[src/rtl/lg_shift_seq.sv]
// rtl/lg_shift_seq.sv - Multi-bit SIMD logical shift sequencer around a single-step lane shifter.
// One lane-aware bit shift per clock; operand in and result out over valid/ready handshakes.

module lg_shifter (
    input  logic [15:0] din,
    input  logic        right,
    input  logic [1:0]  bitnum,
    output logic [15:0] dout
);
    logic [15:0] lane_mask;

    // Mask clears the bit that crossed into a neighbouring lane, giving zero fill per lane.
    always_comb begin
        lane_mask = 16'h0000;
        case (bitnum)
            2'b00:   lane_mask = right ? 16'h7777 : 16'hEEEE;
            2'b10:   lane_mask = right ? 16'h7FFF : 16'hFFFE;
            default: lane_mask = right ? 16'h7F7F : 16'hFEFE;
        endcase
    end

    assign dout = (right ? (din >> 1) : (din << 1)) & lane_mask;
endmodule

module lg_shift_seq (
    input  logic        clk,
    input  logic        rst_n,
    input  logic        in_valid,
    output logic        in_ready,
    input  logic [15:0] datain,
    input  logic        right,
    input  logic [1:0]  bitnum,
    input  logic [3:0]  amount,
    output logic        out_valid,
    input  logic        out_ready,
    output logic [15:0] dataout,
    output logic        busy
);
    typedef enum logic [1:0] {S_IDLE, S_SHIFT, S_DONE} state_t;

    state_t      state_q, state_d;
    logic [15:0] acc_q, acc_d;
    logic [4:0]  cnt_q, cnt_d;
    logic        right_q, right_d;
    logic [1:0]  bitnum_q, bitnum_d;

    logic [15:0] shifted;
    logic [4:0]  lane_w;
    logic [4:0]  cnt_init;

    lg_shifter u_shifter (
        .din    (acc_q),
        .right  (right_q),
        .bitnum (bitnum_q),
        .dout   (shifted)
    );

    // Shifting a lane by its own width already zeroes it, so the count clamps there.
    always_comb begin
        lane_w = 5'd8;
        case (bitnum)
            2'b00:   lane_w = 5'd4;
            2'b10:   lane_w = 5'd16;
            default: lane_w = 5'd8;
        endcase
        cnt_init = ({1'b0, amount} > lane_w) ? lane_w : {1'b0, amount};
    end

    always_ff @(posedge clk or negedge rst_n) begin
        if (!rst_n) begin
            state_q  <= S_IDLE;
            acc_q    <= 16'h0000;
            cnt_q    <= 5'd0;
            right_q  <= 1'b0;
            bitnum_q <= 2'b00;
        end else begin
            state_q  <= state_d;
            acc_q    <= acc_d;
            cnt_q    <= cnt_d;
            right_q  <= right_d;
            bitnum_q <= bitnum_d;
        end
    end

    always_comb begin
        state_d = state_q;
        case (state_q)
            S_IDLE:  if (in_valid) state_d = (cnt_init == 5'd0) ? S_DONE : S_SHIFT;
            S_SHIFT: if (cnt_q == 5'd1) state_d = S_DONE;
            S_DONE:  if (out_ready) state_d = S_IDLE;
            default: state_d = S_IDLE;
        endcase
    end

    always_comb begin
        acc_d    = acc_q;
        cnt_d    = cnt_q;
        right_d  = right_q;
        bitnum_d = bitnum_q;
        if (state_q == S_IDLE && in_valid) begin
            acc_d    = datain;
            cnt_d    = cnt_init;
            right_d  = right;
            bitnum_d = bitnum;
        end else if (state_q == S_SHIFT) begin
            acc_d = shifted;
            cnt_d = cnt_q - 5'd1;
        end
    end

    always_comb begin
        in_ready  = (state_q == S_IDLE);
        out_valid = (state_q == S_DONE);
        busy      = (state_q != S_IDLE);
        dataout   = acc_q;
    end
endmodule

[config.mk]
export PLATFORM = sky130hd
export DESIGN_NAME = lg_shift_seq
export DESIGN_NICKNAME = d
export VERILOG_FILES = /design/src/rtl/lg_shift_seq.sv
export SDC_FILE = /design/constraint.sdc
export NUM_CORES = 1
export LEC_CHECK = 0
export CAP_MARGIN = 25
export CORE_ASPECT_RATIO = 1.25
export CORE_MARGIN = 5
export CORE_UTILIZATION = 52
export CTS_BUF_LIST = sky130_fd_sc_hd__clkbuf_4 sky130_fd_sc_hd__clkbuf_8
export DETAILED_ROUTE_END_ITERATION = 12
export MAX_ROUTING_LAYER = met4
export PLACE_DENSITY = 0.91
export SYNTH_ARGS = -nofsm -noshare
export SYNTH_HDL_FRONTEND = slang
export SYNTH_HIERARCHICAL = 1
export SYNTH_SLANG_ARGS = --single-unit
[constraint.sdc]
create_clock -name clk -period 2.1 [get_ports clk]
set_input_delay 0.21 -clock clk [delete_from_list [all_inputs] [get_ports clk]]
set_output_delay 0.21 -clock clk [all_outputs]
set_load 0.01 [all_outputs]
Word-level counts from Yosys, hierarchy flattened
Index checks and enable logic that the tools add are counted.

cells by class
  equality and inequality tests = 8
  reductions and logical operators = 8
  order comparisons = 1
  bitwise logic cells = 1
  $add $sub $neg = 1
  multipliers = 0
  div/mod/pow operators = 0
  shift operators = 0
  muxes and demuxes = 16

operators with widths
  cell                                                   number
  2-to-1 mux 16 bit                                      6
  one-hot mux 16 bit (2 select lines)                    1
  bitwise AND 16 bit                                     1
  2-to-1 mux 5 bit                                       3
  one-hot mux 5 bit (2 select lines)                     1
  2-to-1 mux 2 bit                                       4
  equality test 2 bit, second input constant             3
  zero test 2 bit                                        3
  one-hot mux 2 bit (3 select lines)                     1
  equality test 5 x 1 -> 1 bit, second input constant    1
  > comparator 4 x 5 -> 1 bit                            1
  zero test 5 bit                                        1
  subtractor 5 x 1 -> 5 bit, second input constant       1
  inequality test 2 bit, second input constant           2
  nonzero test 2 bit                                     2
  AND reduction 3 bit                                    1
  equality test 2 x 1 -> 1 bit, second input constant    1
  inequality test 2 x 1 -> 1 bit, second input constant  1
  logical AND 1 bit                                      1

word-level totals
  memory bits (writable) = 0
  bits in latches = 0
  logic and storage cells = 40
  memories = 0
  bits in registers = 26
  bits in read-only memories = 0
  output and inout bits = 19

Depth between registers and ports, before layout
  depth after elaboration = 8
  mapped depth = 6
  gate-level depth less buffers = 6

Cells and area by module
Netlist, hierarchy kept.

by module, submodules not included
  module        sequential area each (um^2)  area an instance (um^2)  times used  cells each
  lg_shift_seq  650.6                        1316.3                   1           139
  lg_shifter    0.0                          234.0                    1           31

Worst setup path before layout
No wires, ideal clock.

  path type = in2reg
  start = input bitnum[0]
  end = register state_q[0]
  arrival = 1258 ps
  data required time = 1981 ps
  cell stages on the path = 6
  buffers on the path = 0
  setup slack = 723 ps
  cells stage by stage = inv_1 > ha_1 > nor2b_1 > o2bb2ai_1 > a211o_1 > a21bo_2

on the way
  word-level cells in the longest chain between the ends = 8

ends and longest elaborated chain
  element                                                        line  source
  start, declared                                                32    input logic [1:0] bitnum,
  equality test 2 bit / zero test 2 bit (equally long branches)  61    case (bitnum)
  one-hot mux 5 bit (2 select lines) (*)                         61
  > comparator 4 x 5 -> 1 bit                                    66    cnt_init = ({1'b0, amount} > lane_w) ? lane_w : {1'b0, amount};
  2-to-1 mux 5 bit (*)                                           66
  zero test 5 bit (*)                                            88    S_IDLE: if (in_valid) state_d = (cnt_init == 5'd0) ? S_DONE : S_SHIFT;
  2-to-1 mux 2 bit (*) (2 in series)                             88
  one-hot mux 2 bit (3 select lines) (*)                         87    case (state_q)
  end signal, assigned                                           77    state_q <= state_d;
  end, declared                                                  41    state_t state_q, state_d;

Every way passes the cells marked *; elsewhere a longest branch is shown, timed or not. The select of a mux whose other input is x is not followed.
A chain may end at the register's enable or synchronous reset.

Worst setup path after layout
  start = register state_q[1]
  end = output in_ready

on the way
  word-level cells in the longest chain between the ends = 1

ends and longest elaborated chain
  element          line  source
  zero test 2 bit  112   in_ready = (state_q == S_IDLE);
  end, declared    29    output logic in_ready,

Every way passes these cells.

==> out/qor.yml <==
run_status:
  status: "finished clean"
clock_tree:
  cts_buffers: 3
  root_buffer: "clkbuf_4"
  clk_path_buf_depth: 2
  cts.repair.resized: 0
  clock_sink_count: 26
  holdBufCountCts: 0
  post_cts_buffers: 0
  cts_tree: "built"
  clock_latency_ns: 0.32
  htreeDepth: 1
  clkTransAtPathRegs_ns: 0.15
synthesis:
  synth_edf_count: 0
  synthCells: 170
  yosys_register_bits: 26
  yosysSeqAreaShare_pct: 42.0
  synth_top_area_share_pct: 42.0
  synthTopCellsByArea: "dfrtp_1, nand2_1, a22oi_1"
  synthDistinctLibCells: 36
  async_reset_ff_share_pct: 100
  syn_area_mm2: 0.00155
  synth.yosys.warnings: 6
  yosys_most_used_dff: "dfrtp_1"
  yosys.area.top_type: "dfrtp_1"
  synth_nets: 201
  syn_area_per_cell_um2: 9.12
setup_path:
  required_ns: 1.89
  critPathKind: "register to output pin"
  crit_path_max_fanout: 5
  cp-end-kind: "output pin"
  crit_path_start_kind: "register"
  cp.arrival_ns: 1.65
placement:
  place_inst: 248
  gp_congestion: 0.809
  dp_hpwl_um: 2740
  port_buffers: 45
sta:
  finalClockSkew_ns: 0.00822
  period_minus_slack_ns: 1.86
  rsz0062_at_grt: "no"
  worst_pin_slew_ns: 0.856
  fmax_ghz: 0.537
  slew_violations: 0
  slew_headroom_pct: 42.9
  finalHoldViolations: 0
  fin_tns_setup_ns: 0
  post-route-period-util_pct: 88.7
  setup_viol: 0
power:
  p_int_uw: 1720
  clock_power_share_pct: 8.8
  p_per_area_mw_per_mm2: 1420
  power_frac_seq_pct: 36.4
  vdd_drop_max_v: 0.000917
  p_comb_share_pct: 54.8
  switchingPower_uw: 1210
  p_leak_uw: 0.000946
  swShare_pct: 41.4
detailed_routing:
  ant_nets: 0
  via_per_inst: 5.54
  drcViolationCount: 0
  firstDrtPassIters: 5
  num_vias: 1397
  wl_per_cell_um: 14.8
  drt-total-wl_um: 3720
  drt_iter0_drc: 62
layout:
  drive_above_1_share_pct: 10.6
  n_antenna_cell: 0
  final_common_cell: "nand2_1"
  finalNetCount: 248
  final_cell_mix: "nand2_1, clkdlybuf4s50_1, dfrtp_1"
  syn2layout_area_growth_pct: 33.3
  n_fill_cell: 224
  fin_cells: 252
global_route:
  grt_max_degree: 27
  grt_pass1_vias: 1411
  grt_pass1_wl_um: 6040
  grt_util_all_layers_pct: 18.6
  antenna_found_initial: 0
  overflow: 0
die:
  num_rows: 22
  core_area_mm2: 0.00292
  chipHeight_um: 71.0
  initial_core_util_pct: 53.1
  num_io_pins: 46
  die_w_um: 58.8
  dieArea_mm2: 0.00418
job:
  maxCapViolations: 0
hold_path:
  hp-class: "primary input to async pin"
per-layer routing:
metal	routed length, µm	vias to the layer above	track usage, %
met1	1520	665	20.7
met5	0	-	-
met3	205	4	2.55
met4	32	0	5.79
li1	-	687	-
met2	1960	41	33.5
flip-flops by register name, indices dropped and copies added (netlist names):
signal    cells
dataout      16
cnt_q         5
bitnum_q      2
state_q       2
right_q       1
kinds of logic (layout without fill, tap and decap cells):
| logic type | count (synthesis) | count (layout) | synth area share [%] |
|---|---|---|---|
| fa+ha+maj | 4 | 4 | 3.23 |
| simple gates | 67 | 67 | 20.1 |
| mux | 8 | 8 | 7.26 |
| flops | 26 | 26 | 42.0 |
| xor+xnor | 2 | 2 | 1.13 |
| buf+inv | 19 | 65 | 6.30 |
| compound gates | 44 | 44 | 20.0 |
final timing paths:
| path | from | endpoint | slack, ns | cells after the start |
|---|---|---|---|---|
| hold / removal | rst_n | cnt_q[2] | 0.25 | 2 |
| max in group asynchronous | rst_n | cnt_q[1] | 1.60 | 2 |
| setup / recovery | state_q[1] | in_ready | 0.24 | 3 |
| setup reg to reg | right_q | dataout[13] | 0.42 | 3 |
| hold reg to reg | cnt_q[4] | cnt_q[4] | 0.52 | 1 |
| min in group clk | right | right_q | 0.41 | 3 |
final cells by class:
class | instances | area, µm² | area share [%]
clock buffers | 4 | 36.3 | 1.76
inverters | 11 | 41.3 | 2.00
multi-input cells | 125 | 805 | 38.9
flip-flops and latches | 26 | 651 | 31.5
well taps | 36 | 45.0 | 2.18
repair buffers | 50 | 488 | 23.6
critical path: stages, from the launching register on:
cell	delay (ns)
dfrtp_1	0.46
or2_1	0.28
inv_2	0.06
clkdlybuf4s50_1	0.54
power by group through the flow:
stage / clock (µW) / combinational, µW / sequential [µW]
finish: 259 / 1600 / 1070
global route: 278 / 1780 / 1100
CTS: 260 / 1620 / 1060
detailed placement: 0 / 1610 / 1070
global placement: 0 / 1560 / 1050
floorplan: 0 / 1040 / 1020
Yosys cell counts, types with 3 or more instances:
cell and count:
o21ai_1 3, dfrtp_1 26, nor2b_1 4, mux2_4 6
ha_1 4, a22oi_1 17, inv_1 10, buf_4 4
o21ai_0 9, buf_2 3, nand2_1 48
metrics by stage:
| step | total power [µW] | hold slack [ns] | setup slack [ns] | utilization (%) | cell area [µm²] |
|---|---|---|---|---|---|
| 5_1_grt | 3160 | 0.277 | 0.168 | 70.8 | 2070 |
| 4_1_cts | 2940 | 0.257 | 0.223 | 70.8 | 2070 |
| 3_3_place_gp | 2610 | 0.473 | 0.185 | 69.6 | 2030 |
| 3_5_place_dp | 2670 | 0.490 | 0.0992 | 69.6 | 2030 |
| 2_1_floorplan | 2060 | -0.0856 | 0.723 | - | 1550 |
| 6_report | 2930 | 0.250 | 0.238 | 70.8 | 2070 |
(Power assumes the default switching activity.)
